**src/rtl/cic_dec_ctrl.sv**
```systemverilog
// Sequencer for a CIC decimator: gates integrators, strobes the comb chain every R accepted
// samples, clears stages before a run, masks the first N outputs and drains on stop.
module cic_dec_ctrl #(
   parameter int unsigned WR        = 5,
   parameter int unsigned N         = 3,
   parameter int unsigned INT_LAT   = 3,
   parameter int unsigned COMB_LAT  = 3,
   parameter int unsigned FLUSH_CYC = 2
) (
   input  logic          i_clk,
   input  logic          i_rst_n,
   input  logic          i_start,
   input  logic          i_stop,
   input  logic [WR-1:0] i_ratio,
   input  logic          i_val_in,
   output logic          o_int_en,
   output logic          o_comb_en,
   output logic          o_stage_clr,
   output logic          o_val_out,
   output logic [WR-1:0] o_dec_phase,
   output logic          o_busy,
   output logic          o_cfg_err
);

   localparam int unsigned KL = INT_LAT + COMB_LAT;
   localparam int unsigned FW = $clog2(FLUSH_CYC + 1);
   localparam int unsigned WW = $clog2(N + 1);

   localparam logic [2:0] S_IDLE   = 3'd0;
   localparam logic [2:0] S_FLUSH  = 3'd1;
   localparam logic [2:0] S_WARMUP = 3'd2;
   localparam logic [2:0] S_RUN    = 3'd3;
   localparam logic [2:0] S_DRAIN  = 3'd4;

   logic [2:0]         r_state;
   logic [2:0]         w_state_nxt;
   logic [WR-1:0]      r_ratio;
   logic [WR-1:0]      r_dec_phase;
   logic [FW-1:0]      r_flush_cnt;
   logic [WW-1:0]      r_warm_cnt;
   logic [INT_LAT-1:0] r_stb_dl;
   logic [KL-1:0]      r_keep_dl;
   logic               r_cfg_err;

   logic               w_active;
   logic               w_int_en;
   logic               w_strobe;
   logic               w_start_ok;
   logic               w_start_bad;
   logic [INT_LAT-1:0] w_stb_nxt;
   logic [KL-1:0]      w_keep_nxt;

   assign w_active    = (r_state == S_WARMUP) || (r_state == S_RUN);
   assign w_int_en    = i_val_in && w_active;
   assign w_strobe    = w_int_en && (r_dec_phase == (r_ratio - WR'(1)));
   assign w_start_ok  = (r_state == S_IDLE) && i_start && (i_ratio >= WR'(2));
   assign w_start_bad = (r_state == S_IDLE) && i_start && (i_ratio < WR'(2));

   // Only strobes taken in RUN carry keep=1; warm-up strobes travel as zeros.
   assign w_stb_nxt  = (r_stb_dl << 1) | INT_LAT'(w_strobe);
   assign w_keep_nxt = (r_keep_dl << 1) | KL'(w_strobe && (r_state == S_RUN));

   always_comb begin
      w_state_nxt = r_state;
      case (r_state)
         S_IDLE:   if (w_start_ok) w_state_nxt = S_FLUSH;
         S_FLUSH:  if (r_flush_cnt == FW'(FLUSH_CYC - 1)) w_state_nxt = S_WARMUP;
         S_WARMUP: begin
            if (i_stop) begin
               w_state_nxt = S_DRAIN;
            end else if (w_strobe && (r_warm_cnt == WW'(N - 1))) begin
               w_state_nxt = S_RUN;
            end
         end
         S_RUN:    if (i_stop) w_state_nxt = S_DRAIN;
         // Leave once the lines hold nothing beyond what is emitted this cycle.
         S_DRAIN:  if ((w_stb_nxt == '0) && (w_keep_nxt == '0)) w_state_nxt = S_IDLE;
         default:  w_state_nxt = S_IDLE;
      endcase
   end

   always_ff @(posedge i_clk or negedge i_rst_n) begin
      if (!i_rst_n) begin
         r_state     <= S_IDLE;
         r_ratio     <= '0;
         r_dec_phase <= '0;
         r_flush_cnt <= '0;
         r_warm_cnt  <= '0;
         r_stb_dl    <= '0;
         r_keep_dl   <= '0;
         r_cfg_err   <= 1'b0;
      end else begin
         r_state   <= w_state_nxt;
         r_stb_dl  <= w_stb_nxt;
         r_keep_dl <= w_keep_nxt;
         r_cfg_err <= w_start_bad;

         if (w_start_ok) begin
            r_ratio     <= i_ratio;
            r_dec_phase <= '0;
            r_warm_cnt  <= '0;
         end else if (w_int_en) begin
            r_dec_phase <= w_strobe ? '0 : r_dec_phase + WR'(1);
         end

         if (r_state == S_FLUSH) r_flush_cnt <= r_flush_cnt + FW'(1);
         else                    r_flush_cnt <= '0;

         if ((r_state == S_WARMUP) && w_strobe) r_warm_cnt <= r_warm_cnt + WW'(1);
      end
   end

   assign o_int_en    = w_int_en;
   assign o_comb_en   = r_stb_dl[INT_LAT-1];
   assign o_val_out   = r_keep_dl[KL-1];
   assign o_stage_clr = (r_state == S_FLUSH);
   assign o_dec_phase = r_dec_phase;
   assign o_busy      = (r_state != S_IDLE);
   assign o_cfg_err   = r_cfg_err;

endmodule

```
**config.mk**
```make
export PLATFORM = sky130hd
export DESIGN_NAME = cic_dec_ctrl
export DESIGN_NICKNAME = d
export VERILOG_FILES = /design/src/rtl/cic_dec_ctrl.sv
export SDC_FILE = /design/constraint.sdc
export NUM_CORES = 1
export LEC_CHECK = 0
export ABC_AREA = 1
export CAP_MARGIN = 20
export CORE_ASPECT_RATIO = 1.75
export CORE_MARGIN = 2
export CORE_UTILIZATION = 47
export DETAILED_ROUTE_END_ITERATION = 10
export PLACE_DENSITY = 0.74
export SLEW_MARGIN = 40
export SYNTH_ARGS = -nofsm -noshare
export SYNTH_HDL_FRONTEND = slang
export SYNTH_SLANG_ARGS = --single-unit
```
**constraint.sdc**
```tcl
create_clock -name i_clk -period 1.5 [get_ports i_clk]
set_input_delay 0.3 -clock i_clk [delete_from_list [all_inputs] [get_ports i_clk]]
set_output_delay 0.3 -clock i_clk [all_outputs]
set_load 0.02 [all_outputs]
```
==> out/metrics.yaml <==
status: "finished, violations left"
violations: "setup timing"
top_level_ports: 21
grt_pass1_wl_microns: 5460
ys_seq_elements: 27
nets: 230
drtIter0Drc: 40
dp_cells: 235
min_period_over_period: 1.05
post-route-drc-count: 0
critPathCaptureType: "flip-flop"
grt_pass1_vias: 1319
syn-cell-area_sq_um: 1390
synthCells: 168
crit_fanout: 6
initial_core_util: 0.487
leakage_uw: 0.00102
drt_wl_total_microns: 3100
power_density_nw_per_um2: 1610
h-tree-depth: 1
die_h_microns: 76.0
final_cell_mix: "42 x nand2_1, 25 x dfrtp_1, 23 x buf_4"
fin_cells: 243
core-area_sq_um: 2860
power_frac_seq: 0.331
clockBufferDepth: 2
ant_nets: 0
drive_gt1_frac: 0.321
cts_tree: "done"
syn_area_per_cell_sq_um: 8.30
fmax_mhz: 635
period_needed_ps: 1570
crit_required_ps: 1660
clk_pin_slew_ps: 90
critical_path.startpoint_type: "flip-flop"
cts_root_buf: "clkbuf_8"
combPwrFrac: 0.534
cts_buffers: 3
worst_slew_pin_slew_ps: 342
rows: 26
worst_slack_ps: -73.6
dp_hpwl_microns: 2460
hp-class: "flip-flop to flip-flop"
antenna_cells: 0
vias: 1249
wl_per_cell_microns: 12.8
grt_util_all_layers: 0.209
routed_via_density: 5.14
hold_viol: 0
vdd_drop_max_v: 0.00107
gp_congestion: 0.845
die_x_microns: 45.2
path_class: "flip-flop to flip-flop"
syn_nets: 182
synth.distinct_cells: 24
p_sw_frac: 0.425
holdWs_ps: 381
relSlewSlack: 0.772
ys_seq_area_frac: 0.485
dr.pass1.iters: 5
setup_viol: 6
clockPowerShare: 0.135
final_common_cell: "nand2_1"
yosysWarnings: 0
overflow: 0
clk_latency_ps: 270
drv_cap: 0
fin_skew_ps: 3.44
p_switching_uw: 1300
drv_slew: 0
portBuffers: 20
antenna_found_initial: 0
cts.sinks: 27
cp.arrival_ps: 1740
intPower_uw: 1750
rsz0062_at_grt: "yes"
grt_max_degree: 28
area_growth_pct: 36.1
die-area_sq_um: 3430
-- synth_stat cells, drive strengths merged --
cell	n	area, sq um
ha	4	50.1
nor4	1	6.26
o21ai	10	50.1
nand4	2	12.5
nor2	13	80.1
a21oi	4	20.0
buf	1	5.00
a31oi	1	6.26
nand3	10	75.1
nor3	5	25.0
nand2	54	228
xnor2	1	8.76
o22ai	3	18.8
inv	30	115
dfrtp	27	676
xor2	2	17.5
-- power by group through the flow --
stage	clock, uW	sequential, uW	combinational, uW
after floorplan	0	1020	942
after global placement	0	1010	1470
after detailed placement	0	1020	1540
after CTS	422	1010	1560
after global routing	438	1030	1830
final	410	1010	1630
-- path summary, 6_finish.rpt --
| path | endpoint | slack (ps) | startpoint | depth (start not counted) |
|---|---|---|---|---|
| min in group asynchronous | o_dec_phase[1] | 400 | i_rst_n | 2 |
| max in group asynchronous | r_state[1] | 820 | i_rst_n | 2 |
| hold reg to reg | r_keep_dl[1] | 380 | r_keep_dl[0] | 0 |
| setup / recovery | r_warm_cnt[1] | -70 | r_ratio[1] | 14 |
| hold / removal | r_keep_dl[1] | 380 | r_keep_dl[0] | 0 |
| setup reg to reg | r_warm_cnt[1] | -70 | r_ratio[1] | 14 |
-- metrics by stage --
step / util / area (sq um) / setup TNS, ps / total power [uW] / worst slack, ps
after CTS: 0.645 / 1850 / -175 / 2990 / -71.7
after detailed placement: 0.627 / 1790 / -3390 / 2560 / -379
after global placement: 0.627 / 1790 / -2800 / 2470 / -370
after global routing: 0.663 / 1900 / -1220 / 3300 / -178
final: 0.663 / 1900 / -217 / 3050 / -73.6
after floorplan: - / 1410 / -10.2 / 1960 / -5.79
-- cell families (layout without fill, tap and decap cells) --
logic type / Yosys count / in the layout / synth area share
buf+inv: 31 / 78 / 0.0862
simple gates: 85 / 85 / 0.306
compound gates: 18 / 18 / 0.0682
flops: 27 / 27 / 0.485
xor+xnor: 3 / 3 / 0.0189
fa+ha+maj: 4 / 4 / 0.0359
-- sequential cells by signal, summed over array words and instances, names as in the netlist --
register / cells
o_cfg_err: 1
r_ratio: 5
r_warm_cnt: 2
r_flush_cnt: 2
r_stb_dl: 3
o_dec_phase: 5
r_state: 3
r_keep_dl: 6
-- metal layers --
metal  track usage  share of wire  wire, microns  vias to the layer above
li1              -              -              -                      620
met1         0.221           0.36           1120                      599
met2         0.387           0.60           1860                       24
met3        0.0166          0.019             59                        6
met4        0.0941          0.020             62                        0
met5             0              0              0                        -
-- layout make-up --
type,instances,area (sq um)
clock inverter,1,7.51
inverter,30,115
multi-input combinational,110,661
tap,28,35.0
timing repair buffer,44,359
sequential,27,678
fill,248,966
clock buffer,3,41.3
-- timing repair --
action                                  CTS  global route
resized for setup                        31            12
endpoints found under the setup margin   16            12
setup buffers                             1             3
pin swaps                                11            10
hold buffers                              0             0
-- worst max-delay path: stages (launching register included) --
cell and delay (ps):
dfrtp_1 400, inv_2 90, ha_4 210, inv_2 50, nand2_2 40, nand2_2 80
nand3_4 70, nor2_4 130, nand2_4 100, inv_4 70, nand2_4 50, nand2_2 60
inv_2 40, nand2_1 40, o21ai_1 60
Power figures use the tool's default switching activity.
